[config.mk]
export PLATFORM = sky130hd
export DESIGN_NAME = tt_um_bit_serial_adder
export DESIGN_NICKNAME = d
export VERILOG_FILES = /design/src/rtl/tt_serial_pkg.sv /design/src/rtl/ha_cell.sv /design/src/rtl/tt_um_bit_serial_adder.sv
export SDC_FILE = /design/constraint.sdc
export NUM_CORES = 1
export LEC_CHECK = 0
export ABC_CLOCK_PERIOD_IN_PS = 1310
export BUFFER_PORTS_ARGS = -buffer_cell sky130_fd_sc_hd__buf_2
export CORE_MARGIN = 2
export CORE_UTILIZATION = 45
export CTS_CLUSTER_SIZE = 24
export DETAILED_ROUTE_END_ITERATION = 16
export HOLD_SLACK_MARGIN = 0.15
export PLACE_DENSITY = 0.8
export SETUP_SLACK_MARGIN = 0.15
export SYNTH_ARGS = -nofsm -noshare
export SYNTH_HDL_FRONTEND = slang
export SYNTH_HIERARCHICAL = 1
export SYNTH_SLANG_ARGS = --single-unit
export TNS_END_PERCENT = 100
[constraint.sdc]
create_clock -name clk -period 1.31 [get_ports clk]
set_input_delay 0.262 -clock clk [delete_from_list [all_inputs] [get_ports clk]]
set_output_delay 0.262 -clock clk [all_outputs]
set_load 0.1 [all_outputs]
[src/rtl/tt_serial_pkg.sv]
// Shared definitions for the bit-serial adder tile: FSM encoding and the
// bidirectional pin map.
package tt_serial_pkg;

  typedef enum logic [1:0] {
    IDLE = 2'd0,
    RUN  = 2'd1,
    DONE = 2'd2
  } state_t;

  // Bit positions on uio_in / uio_out.
  localparam int IDX_LOAD_A = 0;
  localparam int IDX_LOAD_B = 1;
  localparam int IDX_START  = 2;
  localparam int IDX_BUSY   = 3;
  localparam int IDX_DONE   = 4;
  localparam int IDX_COUT   = 5;

  localparam logic [7:0] UIO_OE_MASK = 8'h38;

endpackage

[src/rtl/ha_cell.sv]
// Half-adder cell, the same arithmetic as the combinational half-adder tile.
module ha_cell (
  input  logic a,
  input  logic b,
  output logic s,
  output logic c
);

  assign s = a ^ b;
  assign c = a & b;

endmodule

[src/rtl/tt_um_bit_serial_adder.sv]
// Bit-serial adder tile: two operands are loaded, then added LSB-first one
// bit per enabled clock through a full adder built from two half-adder cells.
module tt_um_bit_serial_adder
  import tt_serial_pkg::*;
#(
  parameter int WIDTH = 8
) (
  input  logic       clk,
  input  logic       rst_n,
  input  logic       ena,
  input  logic [7:0] ui_in,
  output logic [7:0] uo_out,
  input  logic [7:0] uio_in,
  output logic [7:0] uio_out,
  output logic [7:0] uio_oe
);

  localparam int CNT_W = $clog2(WIDTH);
  localparam logic [CNT_W-1:0] LAST_BIT = CNT_W'(WIDTH - 1);

  // Handshake: load_a/load_b/start are level-sampled on each enabled edge in
  // IDLE or DONE; loads win over start; all three are ignored while busy.
  logic load_a, load_b, start, any_load;
  assign load_a   = uio_in[IDX_LOAD_A];
  assign load_b   = uio_in[IDX_LOAD_B];
  assign start    = uio_in[IDX_START];
  assign any_load = load_a | load_b;

  logic unused_bits;
  assign unused_bits = &{1'b0, uio_in[7:3], ui_in};

  state_t           state;
  logic [WIDTH-1:0] opa, opb, sum;
  logic             carry;
  logic [CNT_W-1:0] cnt;
  logic             busy, done, carry_out;

  // Per-bit full adder: two half adders plus an OR for the carry.
  logic ha0_s, ha0_c, fa_s, ha1_c, fa_c;

  ha_cell u_ha0 (
    .a (opa[0]),
    .b (opb[0]),
    .s (ha0_s),
    .c (ha0_c)
  );

  ha_cell u_ha1 (
    .a (ha0_s),
    .b (carry),
    .s (fa_s),
    .c (ha1_c)
  );

  assign fa_c = ha0_c | ha1_c;

  always_ff @(posedge clk) begin
    if (!rst_n) begin
      state     <= IDLE;
      opa       <= '0;
      opb       <= '0;
      sum       <= '0;
      carry     <= 1'b0;
      cnt       <= '0;
      busy      <= 1'b0;
      done      <= 1'b0;
      carry_out <= 1'b0;
    end else if (ena) begin
      case (state)
        IDLE, DONE: begin
          if (any_load) begin
            if (load_a) opa <= ui_in[WIDTH-1:0];
            if (load_b) opb <= ui_in[WIDTH-1:0];
            // sum and carry_out keep the previous result until the next start.
            state <= IDLE;
            done  <= 1'b0;
          end else if (start) begin
            state     <= RUN;
            sum       <= '0;
            carry     <= 1'b0;
            cnt       <= '0;
            busy      <= 1'b1;
            done      <= 1'b0;
            carry_out <= 1'b0;
          end
        end
        RUN: begin
          carry <= fa_c;
          opa   <= {1'b0, opa[WIDTH-1:1]};
          opb   <= {1'b0, opb[WIDTH-1:1]};
          sum   <= {fa_s, sum[WIDTH-1:1]};
          if (cnt == LAST_BIT) begin
            cnt       <= '0;
            state     <= DONE;
            busy      <= 1'b0;
            done      <= 1'b1;
            carry_out <= fa_c;
          end else begin
            cnt <= cnt + 1'b1;
          end
        end
        default: begin
          state <= IDLE;
          busy  <= 1'b0;
          done  <= 1'b0;
        end
      endcase
    end
  end

  assign uo_out = 8'(sum);
  assign uio_oe = UIO_OE_MASK;

  always_comb begin
    uio_out           = '0;
    uio_out[IDX_BUSY] = busy;
    uio_out[IDX_DONE] = done;
    uio_out[IDX_COUT] = carry_out;
  end

endmodule

Yosys cells after proc, flatten, opt, wreduce, memory -nomap -nowiden

Index checks and enable logic that the tools add are counted.

Register bits: 33
Word-level logic and storage cells: 64

Multiplexer cells: 29
Add/sub/neg operators: 1
Bitwise gates (word level): 6
Reductions and logical operators: 9
Equal/unequal tests: 10

Operators with widths:

| operator            | number |
|---|---|
| $mux 8              | 6 |
| $pmux 8 s2          | 3 |
| $reduce_and 4->1    | 4 |
| $ne 2x2->1 const B  | 6 |
| $mux 3              | 3 |
| $mux 1              | 8 |
| $pmux 1 s2          | 4 |
| $mux 2              | 3 |
| $pmux 3 s2          | 1 |
| $reduce_and 5->1    | 1 |
| $pmux 2 s2          | 1 |
| $add 3x1->3 const B | 1 |
| $eq 3x3->1 const B  | 1 |
| $ne 3x3->1 const B  | 1 |
| $reduce_and 3->1    | 1 |
| $and 1x1->1         | 2 |
| $eq 2x1->1 const B  | 1 |
| $eq 2x2->1 const B  | 1 |
| $logic_not 2->1     | 1 |
| $or 1x1->1          | 2 |
| $reduce_bool 2->1   | 1 |
| $reduce_or 2->1     | 1 |
| $xor 1x1->1         | 2 |

Longest topological paths before layout

Word-level depth: 5
Gate-level depth with buffers: 6
Mapped depth without buffers: 5

Hierarchy

The synthesis kept the hierarchy.

Modules (own cells, without submodules):

| module                 | sequential area each (um^2) | times used | cells each | area each (um^2) |
|---|---|---|---|---|
| tt_um_bit_serial_adder | 640.6                       | 1          | 184        | 1,670.4 |
| ha_cell                | 0.0                         | 2          | 1          | 12.5 |

Worst setup path before layout

OpenSTA, ideal clock, no wires.

Path type: reg-to-reg
From: register, netlist name uo_out[1]
To: register sum[1] (netlist: uo_out[1])
Library setup time: 0.071 ns
Data arrival time: 1.367 ns
Path slack: -0.127 ns
Stages on the path, launching flop included: 4
Clock period less this slack: 1.437 ns
Path buffers: 0
Cell sequence: dfxtp_1 > nor2b_1 > a21oi_1 > a21oi_1

RTL lines:

| item                 | RTL line                     | text |
|---|---|---|
| to (signal assigned) | tt_um_bit_serial_adder.sv:91 | `sum <= {fa_s, sum[WIDTH-1:1]};` |
| to (decl)            | tt_um_bit_serial_adder.sv:33 | `logic [WIDTH-1:0] opa, opb, sum;` |

Final worst setup path

From: register state[0]
To: register opa[5]

Cells in the longest elaborated chain, start to end: 4
Elaborated cells on any way between the ends: 9
Those cells by class: 4 x eq/ne; 1 x mux; 4 x reduce/logical

RTL lines:

| item                                                             | RTL line                     | text |
|---|---|---|
| from (decl)                                                      | tt_um_bit_serial_adder.sv:32 | `state_t state;` |
| from (signal assigned)                                           | tt_um_bit_serial_adder.sv:59 | `state <= IDLE;` |
| from (signal assigned)                                           | tt_um_bit_serial_adder.sv:75 | `state <= IDLE;` |
| from (signal assigned)                                           | tt_um_bit_serial_adder.sv:78 | `state <= RUN;` |
| $eq 2x2->1 / $logic_not 2->1 (equally long branches)             | tt_um_bit_serial_adder.sv:69 | `case (state)` |
| $reduce_or 2->1                                                  | tt_um_bit_serial_adder.sv:69 |  |
| $ne 2x2->1 (no line) / $reduce_bool 2->1 (equally long branches) | n/a                          |  |
| $reduce_and 4->1 (no line)                                       | n/a                          |  |
| to (signal assigned)                                             | tt_um_bit_serial_adder.sv:72 | `if (load_a) opa <= ui_in[WIDTH-1:0];` |
| to (signal assigned)                                             | tt_um_bit_serial_adder.sv:89 | `opa <= {1'b0, opa[WIDTH-1:1]};` |
| to (decl)                                                        | tt_um_bit_serial_adder.sv:33 |  |

Several ways; a longest one is shown, not always the timed one.
A chain may end at the register's enable or synchronous reset.

==> flow_summary_export.csv <==
group,metric,value,unit
floorplan,die_area,0.00427,mm^2
global_route,grt.overflow.total,0,
critical_path,slowest_stage,"dfxtp_4",
floorplan,ioPinCount,43,
synthesis,syn_inst,186,
placed_design,gp_congestion,0.753,
flow_run,max_cap_viol_count,0,
route,vias,1470,
route,avgRoutedWirePerCell,17.2,um
sta,setup_viol,1,
route,antenna_left,0,
route,drt_iter0_drc,109,
critical_path,max_stage_delay,390,ps
critical_path,worst_setup_path_end_kind,"flip-flop",
placed_design,dp.final_hpwl,2.38,mm
final_layout,nets,240,
sta,final_hold_viol_count,0,
synthesis,syn_avg_cell_area,9.11,um^2
synthesis,synth-seq-area-share,37.8,%
hold_path,min_path_type,"primary input to flip-flop",
pwr,power_density,937,mW/mm^2
clock_tree,htree_num_levels,2,
critical_path,crit_type,"flip-flop to flip-flop",
route,drc,0,
critical_path,cp_common_cell,"buf_6",
placed_design,portBuffers,24,
critical_path,setup.worst_path.start_class,"flip-flop",
sta,fin_setup_tns,-9.01,ps
clock_tree,cts_tree,"built",
critical_path,critPathArrivalTime,1540,ps
synthesis,synth_cell_types,36,
final_layout,syn_to_final_growth,46.2,%
critical_path,cp_top_family,"compound AO/OA/AOI/OAI gates",
route,dr_wl_met3,204,um
critical_path,critPathMaxFanout,8,
route,met1_length,1.90,mm
clock_tree,cts.sinks,32,
global_route,grt_pass1_wl,6.89,mm
clock_tree,cts_root_buf,"clkbuf_8",
route,drt_first_pass_iters,4,
floorplan,die_h,65.4,um
critical_path,crit_buf_inv,2,
critical_path,path_cells,"buf_6 > and2b_1 > buf_6 > a21oi_1 > o221a_2",
route,vias_per_cell,5.53,
floorplan,num_rows,22,
final_layout,antenna_cells,0,
global_route,grt_antenna_before_repair,0,
global_route,grt_max_degree,32,
route,met2WireLength,2.35,mm
sta,period_share,101,%
synthesis,ys_warn_count,6,
final_layout,drive_gt1_share,56.4,%
clock_tree,clkSlewWorstSetupHoldPaths,60,ps
floorplan,initial_utilization,46.7,%
clock_tree,clk_latency,280,ps
global_route,grt_use_total,20.7,%
final_layout,layout_commonest_cell,"a21oi_1",
final_layout,layout_common_cells,"25 x a21oi_1, 18 x nor2b_1, 18 x dfxtp_1",
placed_design,dpl_cell_area,0.00207,mm^2
route,top_layer_used,"met4",
floorplan,core-area,0.00363,mm^2
global_route,grt_pass1_vias,1471,
sta,maxSlewViolCount,0,
sta,skew,3.78,ps
sta,rsz0062_at_grt,"yes",
sta,fmax,758,MHz
status,status,"finished with violations",
sta,finalWorstSetupSlack,-9.01,ps
pwr,vdd_drop_max,0.000648,V
floorplan,die_x,65.4,um
synthesis,syn_area,0.00170,mm^2
status,violations,"negative setup slack",
synthesis,ys_ff_latch,32,
clock_tree,cts_made_buffers,5,
sta,finalCriticalPeriod,1320,ps
final_layout,fin_area,0.00248,mm^2
route,wl,4.58,mm
clock_tree,cts_buffer_depth,2,
critical_path,crit_required,1530,ps
pwr,power_leakage,0.900,nW
[cell families (layout without fill, tap and decap cells)]
family,count (synthesis),count (layout),share of synthesized area (%)
AO/OA/AOI/OAI,67,67,27.5
AND/OR/NAND/NOR,47,48,17.4
buffers and inverters,34,54,13.9
flip-flops,32,32,37.8
adder cells (fa/ha/maj),4,4,2.95
other,2,13,0.443
[flip-flops by register name, indices dropped and copies added, names as in the netlist]
register	flops
cnt	3
carry	1
opa	8
state	2
uo_out	8
opb	8
carry_out	1
busy	1
[layout make-up]
cell class                      count  area [um^2]
Clock buffer                        8         90.1
Fill cell                         265         1150
Inverter                            4         15.0
Multi-Input combinational cell    132         1200
Sequential cell                    32          668
Tap cell                           48         60.1
Timing Repair Buffer               42          448
[timing repair]
item / CTS / global route
setup buffers: 5 / 0
pin swaps: 11 / 15
setup endpoints to repair: 31 / 33
gates cloned: 1 / 0
hold buffers: 0 / 0
gates resized for setup: 32 / 30
[cell usage after synthesis]
| cell type | instances | share of area (%) |
|---|---|---|
| a21bo_2 | 1 | 0.59 |
| a21oi_1 | 39 | 12 |
| a22oi_1 | 1 | 0.44 |
| a311oi_1 | 1 | 0.52 |
| a31oi_1 | 3 | 1.1 |
| a32o_1 | 1 | 0.59 |
| and2b_1 | 1 | 0.44 |
| and2b_4 | 1 | 0.59 |
| and3b_1 | 1 | 0.52 |
| and4bb_2 | 1 | 0.74 |
| buf_2 | 3 | 0.89 |
| buf_4 | 17 | 7.5 |
| buf_6 | 5 | 3.3 |
| clkbuf_1 | 3 | 0.66 |
| clkbuf_2 | 2 | 0.59 |
| conb_1 | 2 | 0.44 |
| dfxtp_1 | 32 | 38 |
| ha_1 | 4 | 3.0 |
| inv_1 | 4 | 0.89 |
| nand2_1 | 4 | 0.89 |
| nand2_4 | 1 | 0.66 |
| nand2b_1 | 2 | 0.74 |
| nand3_1 | 11 | 3.2 |
| nor2_1 | 3 | 0.66 |
| nor2b_1 | 18 | 6.6 |
| nor3_2 | 1 | 0.59 |
| nor3b_1 | 2 | 0.89 |
| o211ai_1 | 1 | 0.44 |
| o21a_2 | 1 | 0.52 |
| o21a_4 | 1 | 0.89 |
| o21ai_0 | 2 | 0.59 |
| o21ai_2 | 1 | 0.52 |
| o221a_1 | 2 | 1.3 |
| o221a_2 | 12 | 8.0 |
| o41ai_1 | 1 | 0.52 |
| or4b_4 | 1 | 0.81 |
[path summary, 6_finish.rpt]
| kind | slack, ps | to | from | cells past startpoint |
|---|---|---|---|---|
| hold / removal | 250 | busy$_SDFFE_PN0P_ | rst_n | 3 |
| setup / recovery | -9 | opa[5]$_SDFFE_PN0P_ | state[0]$_SDFFE_PN0P_ | 5 |
| setup reg to reg | -9 | opa[5]$_SDFFE_PN0P_ | state[0]$_SDFFE_PN0P_ | 5 |
| hold reg to reg | 480 | cnt[0]$_SDFFE_PN0P_ | cnt[0]$_SDFFE_PN0P_ | 1 |
[power breakdown]
group / internal, mW / leakage (nW) / switching, mW
logic: 0.164 / 0.585 / 0.337
registers: 1.01 / 0.269 / 0.0408
clock network: 0.428 / 0.0455 / 0.344
[per-layer routing]
| metal | global-route usage (%) | up-vias |
|---|---|---|
| li1 | - | 710 |
| met1 | 23.6 | 707 |
| met2 | 35.7 | 39 |
| met3 | 5.65 | 14 |
| met4 | 9.64 | 0 |
| met5 | 0 | - |
[through the flow]
stage	hold WS [ps]	worst slack, ps	total power [mW]	instances	util [%]
2_1_floorplan	378	98.9	1.44	197	-
4_1_cts	215	39.8	2.28	266	64.5
5_1_grt	252	-72.9	2.40	266	68.2
3_5_place_dp	465	-27.3	1.49	252	57.0
3_3_place_gp	456	-4.86	1.48	252	57.0
6_report	254	-9.01	2.32	266	68.2
[worst min-delay path, stage by stage]
cell and delay [ps]:
buf_2 120, nand2_1 70, a21oi_2 30
Power figures use the tool's default switching activity.
